`config.mk`:
```
export PLATFORM = sky130hd
export DESIGN_NAME = func_dispatch_flat
export DESIGN_NICKNAME = d
export VERILOG_FILES = /design/src/rtl/func_dispatch_if.sv /design/src/rtl/func_dispatch.sv /design/src/flat_wrapper.sv
export SDC_FILE = /design/constraint.sdc
export NUM_CORES = 1
export LEC_CHECK = 0
export CORE_UTILIZATION = 51
export DETAILED_ROUTE_END_ITERATION = 8
export HOLD_SLACK_MARGIN = 0.1
export PLACE_DENSITY = 0.86
export SYNTH_ARGS = -nofsm -noshare
export SYNTH_HDL_FRONTEND = slang
export SYNTH_SLANG_ARGS = --single-unit
```
`constraint.sdc`:
```
create_clock -name clk_i -period 2.35 [get_ports clk_i]
set_input_delay 0.47 -clock clk_i [delete_from_list [all_inputs] [get_ports clk_i]]
set_output_delay 0.47 -clock clk_i [all_outputs]
set_load 0.03 [all_outputs]
```
`src/rtl/func_dispatch_if.sv`:
```
// Handshake and data bundle between the dispatcher, its operand source,
// the function unit and the result sink.
interface func_dispatch_if;
  logic        in_valid_i;
  logic [7:0]  in_a_i;
  logic [7:0]  in_b_i;
  logic        in_ready_o;
  logic        func_start_o;
  logic [7:0]  func_a_o;
  logic [7:0]  func_b_o;
  logic        func_busy_i;
  logic [23:0] func_y_i;
  logic        res_valid_o;
  logic [23:0] res_y_o;
  logic        res_ready_i;
  logic [7:0]  done_cnt_o;

  // Dispatcher side
  modport slave (
    input  in_valid_i, in_a_i, in_b_i, func_busy_i, func_y_i, res_ready_i,
    output in_ready_o, func_start_o, func_a_o, func_b_o, res_valid_o, res_y_o, done_cnt_o
  );

  // Environment side (operand source, function unit, result sink)
  modport master (
    output in_valid_i, in_a_i, in_b_i, func_busy_i, func_y_i, res_ready_i,
    input  in_ready_o, func_start_o, func_a_o, func_b_o, res_valid_o, res_y_o, done_cnt_o
  );
endinterface

```
`src/rtl/func_dispatch.sv`:
```
// Operand FIFO feeding a single-issue function unit: pairs {a,b} are queued,
// issued one at a time, the result is held until the sink takes it, and
// completed results are counted.
module func_dispatch #(
  parameter int DEPTH = 4
) (
  input logic         clk_i,
  input logic         rst_i,
  func_dispatch_if.slave bus
);
  localparam int AW = (DEPTH > 1) ? $clog2(DEPTH) : 1;
  localparam int CW = AW + 1;
  localparam logic [CW-1:0] FULL = CW'(DEPTH);

  typedef enum logic [1:0] {IDLE, WAIT_BUSY, WAIT_DONE, OUT} state_t;

  state_t state, state_nxt;

  logic [15:0]   mem [DEPTH];
  logic [AW-1:0] wr_ptr, rd_ptr;
  logic [CW-1:0] count;
  logic          in_ready, push, pop;
  logic [15:0]   head;

  logic          issue, capture, release_res;
  logic          start_q, res_valid_q;
  logic [7:0]    a_q, b_q, done_q;
  logic [23:0]   y_q;

  // Ready looks only at the registered count, so a pop in the same cycle
  // as a full FIFO does not open the input.
  assign in_ready = (count < FULL);
  assign push     = bus.in_valid_i && in_ready;
  assign pop      = issue;
  assign head     = mem[rd_ptr];

  // Operand storage; no reset needed since count gates every read.
  always_ff @(posedge clk_i) begin
    if (push) mem[wr_ptr] <= {bus.in_a_i, bus.in_b_i};
  end

  // FIFO pointers and occupancy; DEPTH is a power of two so pointers wrap naturally.
  always_ff @(posedge clk_i) begin
    if (rst_i) begin
      wr_ptr <= '0;
      rd_ptr <= '0;
      count  <= '0;
    end else begin
      if (push) wr_ptr <= wr_ptr + AW'(1);
      if (pop)  rd_ptr <= rd_ptr + AW'(1);
      case ({push, pop})
        2'b10:   count <= count + CW'(1);
        2'b01:   count <= count - CW'(1);
        default: count <= count;
      endcase
    end
  end

  // Sequencer state register.
  always_ff @(posedge clk_i) begin
    if (rst_i) state <= IDLE;
    else       state <= state_nxt;
  end

  // Sequencer next state and one-cycle control strobes.
  always_comb begin
    state_nxt   = state;
    issue       = 1'b0;
    capture     = 1'b0;
    release_res = 1'b0;
    case (state)
      IDLE: begin
        if ((count != '0) && !bus.func_busy_i) begin
          issue     = 1'b1;
          state_nxt = WAIT_BUSY;
        end
      end
      WAIT_BUSY: begin
        // Busy must be seen high first, otherwise the old low level would
        // be mistaken for completion.
        if (bus.func_busy_i) state_nxt = WAIT_DONE;
      end
      WAIT_DONE: begin
        if (!bus.func_busy_i) begin
          capture   = 1'b1;
          state_nxt = OUT;
        end
      end
      OUT: begin
        if (bus.res_ready_i) begin
          release_res = 1'b1;
          state_nxt   = IDLE;
        end
      end
      default: state_nxt = IDLE;
    endcase
  end

  // Registered outputs: operand launch, start pulse, result hold, completion count.
  always_ff @(posedge clk_i) begin
    if (rst_i) begin
      start_q     <= 1'b0;
      a_q         <= '0;
      b_q         <= '0;
      res_valid_q <= 1'b0;
      y_q         <= '0;
      done_q      <= '0;
    end else begin
      start_q <= issue;
      if (issue) begin
        a_q <= head[15:8];
        b_q <= head[7:0];
      end
      if (capture) begin
        y_q         <= bus.func_y_i;
        res_valid_q <= 1'b1;
        done_q      <= done_q + 8'd1;
      end else if (release_res) begin
        res_valid_q <= 1'b0;
      end
    end
  end

  assign bus.in_ready_o   = in_ready;
  assign bus.func_start_o = start_q;
  assign bus.func_a_o     = a_q;
  assign bus.func_b_o     = b_q;
  assign bus.res_valid_o  = res_valid_q;
  assign bus.res_y_o      = y_q;
  assign bus.done_cnt_o   = done_q;
endmodule

```
`src/flat_wrapper.sv`:
```
// flat-port wrapper written by rule: the top's interface ports become plain ports
module func_dispatch_flat 
#(
  parameter int DEPTH = 4
)
  (clk_i, rst_i, bus_in_valid_i, bus_in_a_i, bus_in_b_i, bus_func_busy_i, bus_func_y_i, bus_res_ready_i, bus_in_ready_o, bus_func_start_o, bus_func_a_o, bus_func_b_o, bus_res_valid_o, bus_res_y_o, bus_done_cnt_o);
  func_dispatch_if bus_i ();
  input logic clk_i;
  input logic rst_i;
  input wire logic [$bits(bus_i.in_valid_i)-1:0] bus_in_valid_i;
  input wire logic [$bits(bus_i.in_a_i)-1:0] bus_in_a_i;
  input wire logic [$bits(bus_i.in_b_i)-1:0] bus_in_b_i;
  input wire logic [$bits(bus_i.func_busy_i)-1:0] bus_func_busy_i;
  input wire logic [$bits(bus_i.func_y_i)-1:0] bus_func_y_i;
  input wire logic [$bits(bus_i.res_ready_i)-1:0] bus_res_ready_i;
  output wire logic [$bits(bus_i.in_ready_o)-1:0] bus_in_ready_o;
  output wire logic [$bits(bus_i.func_start_o)-1:0] bus_func_start_o;
  output wire logic [$bits(bus_i.func_a_o)-1:0] bus_func_a_o;
  output wire logic [$bits(bus_i.func_b_o)-1:0] bus_func_b_o;
  output wire logic [$bits(bus_i.res_valid_o)-1:0] bus_res_valid_o;
  output wire logic [$bits(bus_i.res_y_o)-1:0] bus_res_y_o;
  output wire logic [$bits(bus_i.done_cnt_o)-1:0] bus_done_cnt_o;
  assign bus_i.in_valid_i = bus_in_valid_i;
  assign bus_i.in_a_i = bus_in_a_i;
  assign bus_i.in_b_i = bus_in_b_i;
  assign bus_i.func_busy_i = bus_func_busy_i;
  assign bus_i.func_y_i = bus_func_y_i;
  assign bus_i.res_ready_i = bus_res_ready_i;
  assign bus_in_ready_o = bus_i.in_ready_o;
  assign bus_func_start_o = bus_i.func_start_o;
  assign bus_func_a_o = bus_i.func_a_o;
  assign bus_func_b_o = bus_i.func_b_o;
  assign bus_res_valid_o = bus_i.res_valid_o;
  assign bus_res_y_o = bus_i.res_y_o;
  assign bus_done_cnt_o = bus_i.done_cnt_o;
  func_dispatch #(.DEPTH(DEPTH)) u_core (.clk_i(clk_i), .rst_i(rst_i), .bus(bus_i));
endmodule
```
# == Yosys cells after proc, flatten, opt, wreduce, memory -nomap -nowiden ==
# Memories as Yosys holds them, arrays and structs flattened. A register that Yosys moved wholly into a read port is not among the register bits.
# Index checks and enable logic that the tools add are counted.
# word_totals
reg_bits,43
memories,1
word_cells,48
out_inout_bits,51
mem_bits_rw,64
# classes
magnitude_cmp,1
reduce_logical,8
n_eq_ne,9
n_addsub,5
muxes,16
# mem_list
memory,depth,word_bits,rd,rd_ports_with_merged_regs,write_ports,line_no,text
u_core.mem,4,16,1,1,1,func_dispatch.sv:19,logic [15:0] mem [DEPTH];
# op_table
cell,count
two-way mux 1 bit,10
adder 8 x 1 -> 8 bit (second input constant),1
two-way mux 2 bit,4
one-hot mux 2 bit (4 select lines),1
equality test 2 bit (second input constant),3
!= test 2 bit (second input constant),3
one-hot mux 3 bit (2 select lines),1
adder 2 x 1 -> 2 bit (second input constant),2
equality test 2 x 1 -> 1 bit (second input constant),2
AND reduction 4 bit,1
nonzero test 2 bit,2
adder 3 x 1 -> 3 bit (second input constant),1
< comparator 3 bit (second input constant),1
nonzero test 3 bit,1
subtractor 3 x 1 -> 3 bit (second input constant),1
logical AND 1 bit,2
zero test 2 bit,1
!= test 2 x 1 -> 1 bit (second input constant),1
zero test 1 bit,1

# == Longest topological paths before layout ==
# logic_depth
word_depth,6
mapped_depth,10
mapped_depth_nobuf,10

# == Least setup slack after synthesis ==
# No wires, ideal clock.
# synth_path
path_type,reg2reg
start,reg u_core.state[0]
end,reg u_core.count[2]
synth_period_minus_slack_ns,2.077
stages_incl_launch_ff,11
path_slack_ns,0.273
setup_ns,0.070
path_buffers,0
arrival_time_ns,2.006
cell_sequence,dfxtp_1 -> inv_1 -> ha_1 -> nand2b_4 -> nor2_1 -> ha_1 -> inv_1 -> fa_1 -> xor2_1 -> or3_1 -> a21oi_1
# synth_via
elab_chain_cells,4
elab_cells_between_ends,6
cone_classes,eq/ne (2); mux (2); reduce/logical (2)
# synth_lines
element,line_no,text
from (decl),func_dispatch.sv:17,"state_t state, state_nxt;"
from (signal assigned),func_dispatch.sv:62,else state <= state_nxt;
zero test 2 bit (*),func_dispatch.sv:71,case (state)
two-way mux 1 bit (*),func_dispatch.sv:71,
via u_core.issue,func_dispatch.sv:25,"logic issue, capture, release_res;"
equality test 2 x 1 -> 1 bit or equality test 2 bit (tied branches),func_dispatch.sv:51,"case ({push, pop})"
one-hot mux 3 bit (2 select lines) or nonzero test 2 bit (tied branches),n/a,
to (signal assigned),func_dispatch.sv:52,2'b10: count <= count + CW'(1);
to (signal assigned),func_dispatch.sv:53,2'b01: count <= count - CW'(1);
to (signal assigned),func_dispatch.sv:54,default: count <= count;
to (decl),func_dispatch.sv:21,logic [CW-1:0] count;
# Mark *: on every way through the listed nets, which the timed path passes. The rest lies on a longest branch.
# A chain may end at the register's enable or synchronous reset.

# == Final worst setup path ==
# Ends and elaborated chain as after synthesis.

==> results.yml <==
place:
  dp.final_hpwl_um: 6270
  post_dp_cell_area_mm2: 0.00590
  placed_cells: 551
  portBuffers: 95
  gp_congestion: 0.748
floorplanning:
  die_x_um: 98.9
  fp-row-count: 34
  start_util: 0.538
  io_pins: 96
  die_area_mm2: 0.00978
  die_h_um: 98.9
  core_area_mm2: 0.00889
drt:
  routed_wl_um: 9520
  drt-initial-drc-count: 128
  vias_per_cell: 5.38
  ant_nets: 0
  vias: 3135
  wl_per_cell_um: 16.3
  drtPass1Iterations: 4
  drc: 0
power:
  internal_power_mw: 4.68
  p_comb_frac: 0.246
  ir_drop_v: 0.000663
  p_total_mw: 6.69
  power_density_mw_per_mm2: 1040
  swShare: 0.301
  power_frac_seq: 0.404
  cellLeakagePower_nw: 2.26
  pwr-share-clk: 0.349
  switching_power_mw: 2.02
logic_synthesis:
  synth_area_mm2: 0.00479
  syn-num-nets: 401
  syn_inst: 344
  avgSynthCellArea_um2: 13.9
  synth_ff_type: "edfxtp_1"
  ys_seq_area_frac: 0.648
  netlist-cell-type-count: 42
  synth_edf_count: 64
  ys_ff_latch: 123
  async_flop_share: 0
  yosysWarnings: 0
clocking:
  cts_max_level: 4
  ctsRootBufferMaster: "clkbuf_8"
  clk_pin_slew_ns: 0.06
  cts_tree: "done"
  clock_latency_ns: 0.51
  clockBufferDepth: 2
  clock_sinks: 123
  cts_buffers: 17
timing:
  tightestPinTransition_ns: 0.457
  rsz0062_at_grt: "no"
  finalCriticalPeriod_ns: 2.19
  hold_violations: 0
  slew_headroom: 0.693
  skew_ns: 0.00503
  report.final.slew_viol_count: 0
  fin_crit_sh: 0.934
  fmax_mhz: 456
  finalSetupViolCount: 0
global_routing:
  grt-ovfl-total: 0
  grt_antenna_before_repair: 0
  grt_max_degree: 41
  grt_pass1_vias: 3139
  grt_first_pass_wirelength_um: 15300
  grt_usage: 0.208
worst_setup_path:
  worst-path-buf-inv: 2
  worstPathCellList: "inv_2 > ha_4 > nand2b_4 > nor2_1 > ha_1 > inv_1 > fa_1 > xor2_1 > or3_1 > a21oi_1"
  crit_slowest_cell: "fa_1"
  critPathCaptureType: "flip-flop"
  path_max_fanout: 4
  startpoint_type: "flip-flop"
  worst-setup-path-type: "reg2reg"
  crit_required_ns: 2.79
  crit_arrival_ns: 2.64
  path_delay_family: "adder cells"
  max_stage_delay_ns: 0.38
final_layout:
  final_common_cell: "clkdlybuf4s50_1"
  drive_gt1_frac: 0.189
  syn_to_final_growth_pct: 34.9
  diodes: 0
  final_cell_mix: "clkdlybuf4s50_1 (94), edfxtp_1 (64), dfxtp_1 (59)"
  fill_cells: 554
  fin_area_mm2: 0.00646
  final_net_count: 519
  final_cells: 583
status:
  outcome: "finished clean"
job:
  drv_cap: 0
hold_path:
  min_path_type: "in2reg"
## layer usage
metal  up-vias  track usage  share of wire
li1       1501            -              -
met1      1548        0.242           0.41
met2        70        0.359           0.53
met3        16       0.0567          0.040
met4         0       0.0941          0.020
met5         -            0              0
## power groups by stage
stage               Clock (mW)  Sequential [mW]  Combinational [mW]
global placement             0             2.73                1.58
CTS                       2.38             2.71                1.65
floorplan                    0             2.93               0.878
finish                    2.34             2.71                1.65
detailed placement           0             2.75                1.63
global route              2.47             2.74                1.77
## flip-flops by register name, indices dropped and copies added (netlist names)
register	cells
u_core.bus.func_a_o	8
u_core.bus.done_cnt_o	8
u_core.rd_ptr	2
u_core.bus.res_y_o	24
u_core.state	2
u_core.mem	64
u_core.count	3
u_core.bus.func_b_o	8
u_core.bus.func_start_o	1
u_core.bus.res_valid_o	1
u_core.wr_ptr	2
## worst paths after layout
path | to | cells after the start | slack, ns | startpoint
max reg2reg | u_core.count[2] | 10 | 0.16 | u_core.state[0]
max | u_core.count[2] | 10 | 0.16 | u_core.state[0]
min | u_core.count[0] | 2 | 0.27 | rst_i
min reg2reg | u_core.bus.res_y_o[6] | 2 | 0.45 | u_core.bus.res_y_o[6]
## through the flow
step            util  setup slack, ns  hold slack, ns  setup TNS (ns)
3_5_place_dp   0.664           -0.161           0.447          -0.161
2_1_floorplan      -            0.273           0.482               0
5_1_grt        0.726           0.0189           0.261               0
4_1_cts        0.725           0.0703           0.247               0
6_report       0.726            0.156           0.274               0
3_3_place_gp   0.664           -0.102           0.442          -0.102
## cell families after synthesis
group,count (synthesis),share of synthesized area
and+or+nand+nor,95,0.0975
xor gates and xnor gates,5,0.00915
buffers and inverters,29,0.0363
DFF,123,0.648
AOI/OAI and AO/OA,60,0.0855
adders and majority gates,12,0.0329
muxes,20,0.0902
## worst reg2reg max path: cells and delay by family, from the launching register on
kind / cells / cell delay (ns)
compound gates: 1 / 0.14
buf+inv: 2 / 0.17
flops: 1 / 0.35
simple gates: 3 / 0.53
fa+ha+maj: 3 / 0.77
xor+xnor: 1 / 0.16
## cells in the mapped netlist, types with 3 or more instances
| cell | instances | area share |
|---|---|---|
| nor2_1 | 11 | 0.0086 |
| clkbuf_1 | 4 | 0.0031 |
| o21ai_0 | 4 | 0.0042 |
| nand2_1 | 52 | 0.041 |
| xnor2_1 | 3 | 0.0055 |
| buf_2 | 8 | 0.0084 |
| a22o_2 | 16 | 0.033 |
| dfxtp_1 | 59 | 0.25 |
| a21oi_1 | 33 | 0.035 |
| ha_1 | 11 | 0.029 |
| clkbuf_8 | 4 | 0.012 |
| mux4_1 | 8 | 0.044 |
| or3_1 | 4 | 0.0052 |
| and2_1 | 4 | 0.0052 |
| mux4_2 | 8 | 0.038 |
| nor2b_1 | 5 | 0.0065 |
| edfxtp_1 | 64 | 0.40 |
| mux2i_1 | 3 | 0.0063 |
| nand2b_1 | 4 | 0.0052 |
| inv_1 | 11 | 0.0086 |
## timing repair
item	4_1_cts	5_1_grt
buffers inserted	0	0
setup endpoints to repair	0	1
hold buffers	0	0
gates resized for setup	0	4
endpoints found under the hold margin	0	0
## layout make-up
class / instances / area [um^2] / area share
clock buffers: 17 / 414 / 0.0641
clock inverters: 15 / 129 / 0.0200
repair buffers: 117 / 1110 / 0.172
well taps: 108 / 135 / 0.0209
flip-flops and latches: 123 / 3100 / 0.481
multi-input cells: 192 / 1520 / 0.236
inverters: 11 / 41.3 / 0.00639
No activity file was read; power rests on OpenSTA's default activity.
